===== src/rtl/loop_filter.sv =====
// Proportional-integral loop filter for the ADPLL: turns the strobed phase
// error into the DCO control word and owns acquire/track gain scheduling.
module loop_filter #(
  parameter int unsigned ERR_W         = 8,
  parameter int unsigned INT_W         = 20,
  parameter int unsigned FRAC_W        = 8,
  parameter int unsigned CTRL_W        = 10,
  parameter int unsigned CTRL_CENTRE   = 512,
  parameter int unsigned ACQ_BOOST     = 2,
  parameter int unsigned LOCK_THRESH   = 4,
  parameter int unsigned UNLOCK_THRESH = 16,
  parameter int unsigned LOCK_COUNT    = 8
) (
  input  logic                    clk_i,
  input  logic                    reset_i,
  input  logic signed [ERR_W-1:0] error_i,
  input  logic                    error_valid_i,
  input  logic [2:0]              kp_shift_i,
  input  logic [2:0]              ki_shift_i,
  input  logic                    freeze_i,
  output logic [CTRL_W-1:0]       ctrl_o,
  output logic                    ctrl_valid_o,
  output logic                    sat_o,
  output logic                    lock_o
);

  localparam int unsigned SUM_W = INT_W + 1;
  localparam int unsigned OUT_W = SUM_W + 1;
  localparam int unsigned ABS_W = ERR_W + 1;
  localparam int unsigned CNT_W = $clog2(LOCK_COUNT + 1);

  localparam logic signed [SUM_W-1:0] INT_MAX  = SUM_W'((64'd1 << (INT_W - 1)) - 64'd1);
  localparam logic signed [SUM_W-1:0] INT_MIN  = -INT_MAX;
  localparam logic signed [OUT_W-1:0] CENTRE   = OUT_W'(CTRL_CENTRE);
  localparam logic signed [OUT_W-1:0] CTRL_MAX = OUT_W'((64'd1 << CTRL_W) - 64'd1);

  typedef enum logic [1:0] {IDLE, ACQUIRE, TRACK} state_t;

  state_t             state_q, state_d;
  logic [CNT_W-1:0]   cnt_q, cnt_d;

  logic signed [INT_W-1:0] integ_q, prop_q;
  logic                    isat_q, v1_q;

  logic [3:0]              boost, kp_eff, ki_eff;
  logic signed [INT_W-1:0] err_ext, prop_c, inc_c, integ_c;
  logic signed [SUM_W-1:0] sum_c;
  logic                    isat_c;

  logic signed [ABS_W-1:0] err_sx;
  logic [ABS_W-1:0]        err_abs;
  logic                    in_lock, over_unlock;

  logic signed [SUM_W-1:0] tot_c, s_c;
  logic signed [OUT_W-1:0] out_c;
  logic [CTRL_W-1:0]       ctrl_c;
  logic                    osat_c;

  // Effective gains: boosted during IDLE/ACQUIRE, nominal in TRACK
  always_comb begin
    boost  = (state_q == TRACK) ? 4'd0 : 4'(ACQ_BOOST);
    kp_eff = 4'(kp_shift_i) + boost;
    ki_eff = 4'(ki_shift_i) + boost;
  end

  // Stage-1 arithmetic: proportional term and clamped integrator update
  always_comb begin
    err_ext = {{(INT_W - ERR_W){error_i[ERR_W-1]}}, error_i};
    prop_c  = err_ext <<< kp_eff;
    inc_c   = err_ext <<< ki_eff;
    sum_c   = {integ_q[INT_W-1], integ_q} + {inc_c[INT_W-1], inc_c};
    integ_c = integ_q;
    isat_c  = 1'b0;
    if (!freeze_i) begin
      if (sum_c > INT_MAX) begin
        integ_c = INT_MAX[INT_W-1:0];
        isat_c  = 1'b1;
      end else if (sum_c < INT_MIN) begin
        integ_c = INT_MIN[INT_W-1:0];
        isat_c  = 1'b1;
      end else begin
        integ_c = sum_c[INT_W-1:0];
      end
    end
  end

  // Error magnitude one bit wider so that the most negative input is exact
  always_comb begin
    err_sx      = {error_i[ERR_W-1], error_i};
    err_abs     = err_sx[ABS_W-1] ? -err_sx : err_sx;
    in_lock     = (err_abs <= ABS_W'(LOCK_THRESH));
    over_unlock = (err_abs > ABS_W'(UNLOCK_THRESH));
  end

  // Lock FSM next state, advanced only on accepted samples
  always_comb begin
    state_d = state_q;
    cnt_d   = cnt_q;
    if (error_valid_i) begin
      case (state_q)
        IDLE: begin
          state_d = ACQUIRE;
          cnt_d   = in_lock ? CNT_W'(1) : '0;
        end
        ACQUIRE: begin
          if (!in_lock) begin
            cnt_d = '0;
          end else if (cnt_q == CNT_W'(LOCK_COUNT - 1)) begin
            state_d = TRACK;
            cnt_d   = '0;
          end else begin
            cnt_d = cnt_q + CNT_W'(1);
          end
        end
        TRACK: begin
          if (over_unlock) begin
            state_d = ACQUIRE;
            cnt_d   = '0;
          end
        end
        default: begin
          state_d = IDLE;
          cnt_d   = '0;
        end
      endcase
    end
  end

  // Stage-2 arithmetic: floor-scale the accumulator and clamp around centre
  always_comb begin
    tot_c  = {integ_q[INT_W-1], integ_q} + {prop_q[INT_W-1], prop_q};
    s_c    = tot_c >>> FRAC_W;
    out_c  = {s_c[SUM_W-1], s_c} + CENTRE;
    ctrl_c = out_c[CTRL_W-1:0];
    osat_c = 1'b0;
    if (out_c[OUT_W-1]) begin
      ctrl_c = '0;
      osat_c = 1'b1;
    end else if (out_c > CTRL_MAX) begin
      ctrl_c = '1;
      osat_c = 1'b1;
    end
  end

  // FSM state, lock counter and lock flag registers
  always_ff @(posedge clk_i) begin
    if (reset_i) begin
      state_q <= IDLE;
      cnt_q   <= '0;
      lock_o  <= 1'b0;
    end else begin
      state_q <= state_d;
      cnt_q   <= cnt_d;
      lock_o  <= (state_d == TRACK);
    end
  end

  // Stage-1 registers: capture prop/integ on each accepted sample
  always_ff @(posedge clk_i) begin
    if (reset_i) begin
      prop_q  <= '0;
      integ_q <= '0;
      isat_q  <= 1'b0;
      v1_q    <= 1'b0;
    end else begin
      v1_q <= error_valid_i;
      if (error_valid_i) begin
        prop_q  <= prop_c;
        integ_q <= integ_c;
        isat_q  <= isat_c;
      end
    end
  end

  // Stage-2 registers: control word, saturation flag and update strobe
  always_ff @(posedge clk_i) begin
    if (reset_i) begin
      ctrl_o       <= CTRL_W'(CTRL_CENTRE);
      ctrl_valid_o <= 1'b0;
      sat_o        <= 1'b0;
    end else begin
      ctrl_valid_o <= v1_q;
      if (v1_q) begin
        ctrl_o <= ctrl_c;
        sat_o  <= isat_q | osat_c;
      end
    end
  end

endmodule


===== config.mk =====
export PLATFORM = sky130hd
export DESIGN_NAME = loop_filter
export DESIGN_NICKNAME = d
export VERILOG_FILES = /design/src/rtl/loop_filter.sv
export SDC_FILE = /design/constraint.sdc
export NUM_CORES = 1
export LEC_CHECK = 0
export ABC_CLOCK_PERIOD_IN_PS = 4500
export CORE_MARGIN = 10
export CORE_UTILIZATION = 55
export CTS_CLUSTER_DIAMETER = 100
export DETAILED_ROUTE_END_ITERATION = 10
export DONT_BUFFER_PORTS = 1
export HOLD_SLACK_MARGIN = 0.06
export PLACE_DENSITY = 0.73
export SETUP_SLACK_MARGIN = 0.05
export SKIP_LAST_GASP = 1
export SYNTH_ARGS = -nofsm -noshare
export SYNTH_HDL_FRONTEND = slang
export SYNTH_SLANG_ARGS = --single-unit

===== constraint.sdc =====
create_clock -name clk_i -period 4.5 [get_ports clk_i]
set_input_delay 0.675 -clock clk_i [delete_from_list [all_inputs] [get_ports clk_i]]
set_output_delay 0.675 -clock clk_i [all_outputs]
set_load 0.05 [all_outputs]

==> metrics <==
run status complete, but fails checks; violations in the final reports negative setup slack; drc violations 0; Final Hold Fails 0; post-route insts no fill 880; synthesized flop and latch total 61; Worst Min Path Start reset_i; # clock sinks 61; Net Sw Frac 38.12%; share of cells above drive strength 1 19.95%; Mapped Nets 779; FP Rows 36; die area 14,330 um^2; Num CTS Buffers 9; pre-CTS WS -135.6 ps; P&R area growth vs syn 17.73%; GRT Total Usage a little over 20%; Reg clk slew, reported paths 70 ps; CTS tree built; drt total wl ~16,000 um; # IOs 31; Worst R2R Setup Slack -40 ps; Yosys top cell area share 22.33%; GR Overflow Total 0; maximum clock frequency approximately 220 MHz; Filler cells 833; Final Skew 11.96 ps; yosys warns 0; Initial Util 56.21%; Post-synth EDFFs 0; endpoint class of the critical path flip-flop; number of nets in the layout 807; Flop pwr share 31.1%; clk_lat worst skew 350 ps; worst hold endpoint integ_q[18]; DR pass1 iterations 5; Detail Placement HPWL 11,820 um; # diodes 0; WS Path Type flip-flop to flip-flop; Worst Hold Class input pin to flip-flop; maxcap violations 0; reg2reg path depth 16; Syn Area/Cell 7.660 um^2; post-route clock period utilization 100.9%; IO buf count 0; switching power 0.8462 mW; Synth area leader dfxtp_1; Max Slew Vio Count 0; DP Cell Count about 860; largest net degree at the start of global routing 51; max_slew headroom 59.15%; Most used DFF post-synth dfxtp_1; post-synthesis cell count about 710; global-route wire length before repair 24,910 um; Reg-to-Reg Start state_q[0]; combinational share of power 44.1%; global placer's final weighted congestion between 0.9 and 1; P_int ~1.4 mW; Worst-Margin Slew 612.8 ps; RSZ-0062 raised after global routing yes; power per cell area 344.8 nW/um^2; vias in the first global route 5,168; antenna viol nets, final 0; Mapped Area 5469 um^2; most frequent cell after synthesis nor2_1; most frequent cells after synthesis nor2_1, nand2_1, a21oi_1; core area 9729 um^2; antenna violations before repair 0; Min Clock Period, post-route around 4500 ps; Max Root-Sink Buffers 2; startpoint class of the critical path flip-flop; final worst setup slack -39.00 ps; CP max FO 7; hold buffer count at CTS 0; setup violators final 15; synth top area cells dfxtp_1, ha_1, a21oi_1; Synth cell types 72; maximum vdd drop 0.1971 mV; register area share after synthesis 22.33%; ys async rst share 0%; R2R Path End integ_q[6]; Req. time, crit path 4720 ps; Vias approximately 5.5k; worst hold path stage count 1; Avg WL per Cell roughly 18 um; clock root cell clkbuf_8; crit path DAT 4760 ps; crit path from state_q[0]; via/cell ratio between 6 and 7; Pleak 2.750 nW; htree depth 3; die height 119.7 um; Die X roughly 120 um; DR iter-0 viols roughly 480; clock network power share between 20% and 30%
cells in the final DEF (no fill, tap or decap), types with 5 or more instances in the layout:
cell	instances
nor2_1	69
nand2_1	67
a21oi_1	59
dfxtp_1	59
buf_4	49
ha_1	41
o21ai_0	35
mux2i_1	27
inv_1	20
nor2b_1	19
o22ai_1	15
nor3_1	14
xnor2_1	14
a211oi_2	14
nand3_1	13
a21o_1	12
o21a_1	12
a31oi_1	12
o211ai_1	11
xor2_1	11
clkbuf_8	11
a211oi_1	10
mux2_2	7
or3_1	7
o21ai_1	6
o31ai_1	6
nand2b_1	6
nand4_1	5
and3_1	5
nand3b_1	5
stage by stage:
stage          hold slack (ps)  total power [mW]  util, %  instance area, um^2  setup TNS (ps)
3_5_place_dp             467.6             1.546    60.58                 5894           -1387
6_report                 407.4             2.220    66.18                 6439          -383.4
2_1_floorplan            448.8             1.291        -                 5515          -714.1
4_1_cts                  401.3             2.108    63.30                 6158               0
3_3_place_gp             453.7             1.527    60.58                 5894          -493.9
5_1_grt                  383.8             2.332    66.18                 6439           -2165
area by class of cell:
type | count | area, um^2 | area share, %
Tap cell | 133 | 166.4 | 2.585
Clock inverter | 4 | 70.07 | 1.088
Multi-Input combinational cell | 593 | 4282 | 66.50
Sequential cell | 61 | 1224 | 19.00
Clock buffer | 12 | 155.1 | 2.410
Inverter | 23 | 86.33 | 1.341
Timing Repair Buffer | 54 | 455.4 | 7.073
how the worst max path moves through the flow:
stage / to / slack [ps] / depth (start not counted)
after floorplan: integ_q[10] / -70 / 17
after global placement: integ_q[0] / -140 / 16
after detailed placement: integ_q[0] / -140 / 16
after CTS: integ_q[0] / 40 / 18
after global routing: integ_q[6] / -150 / 20
final: integ_q[6] / -40 / 16
layer usage:
layer  vias up  global-route usage [%]  routed length (um)
met5         -                       0                   0
met4         0                   5.430                 310
met3        29                   5.063                1052
met2       173                   34.32                7435
met1      2560                   26.32                6952
li1       2714                       -                   -
repair_timing:
item	CTS	global route
buffers inserted	0	7
endpoints found under the setup margin	16	17
resized for setup	7	43
cloned	0	1
pin swaps	2	21
cell families after synthesis:
kind of cell               Yosys count  synth area share, %
xor gates and xnor gates            27                4.324
buffers and inverters               60                4.301
muxes                               35                6.566
and+or+nand+nor                    246                21.62
adders and majority gates           47                10.89
AOI/OAI and AO/OA                  238                29.97
DFF                                 61                22.33
worst max-delay path, cell delays in order, from the launching register on:
cell	delay (ps)
dfxtp_2	320
nand2b_4	150
ha_4	270
or3_4	390
nor3_2	160
ha_2	210
inv_2	40
fa_2	560
inv_2	40
or3_1	340
nand4bb_4	230
or4_4	540
or4_4	440
o41ai_4	320
buf_6	170
clkbuf_16	150
a211oi_2	60
power by group through the flow:
stage / clock network (mW) / logic [mW] / registers [mW]
6_report: 0.552 / 0.978 / 0.689
4_1_cts: 0.554 / 0.865 / 0.688
5_1_grt: 0.579 / 1.06 / 0.693
3_5_place_dp: 0 / 0.846 / 0.700
2_1_floorplan: 0 / 0.613 / 0.679
3_3_place_gp: 0 / 0.828 / 0.699
state kept, by name (all words and copies together), names as in the netlist:
name / count
v1_q: 1
ctrl_valid_o: 1
lock_o: 1
integ_q: 20
cnt_q: 4
prop_q: 20
state_q: 2
ctrl_o: 10
sat_o: 1
isat_q: 1
No activity file was read; power rests on OpenSTA's default activity.
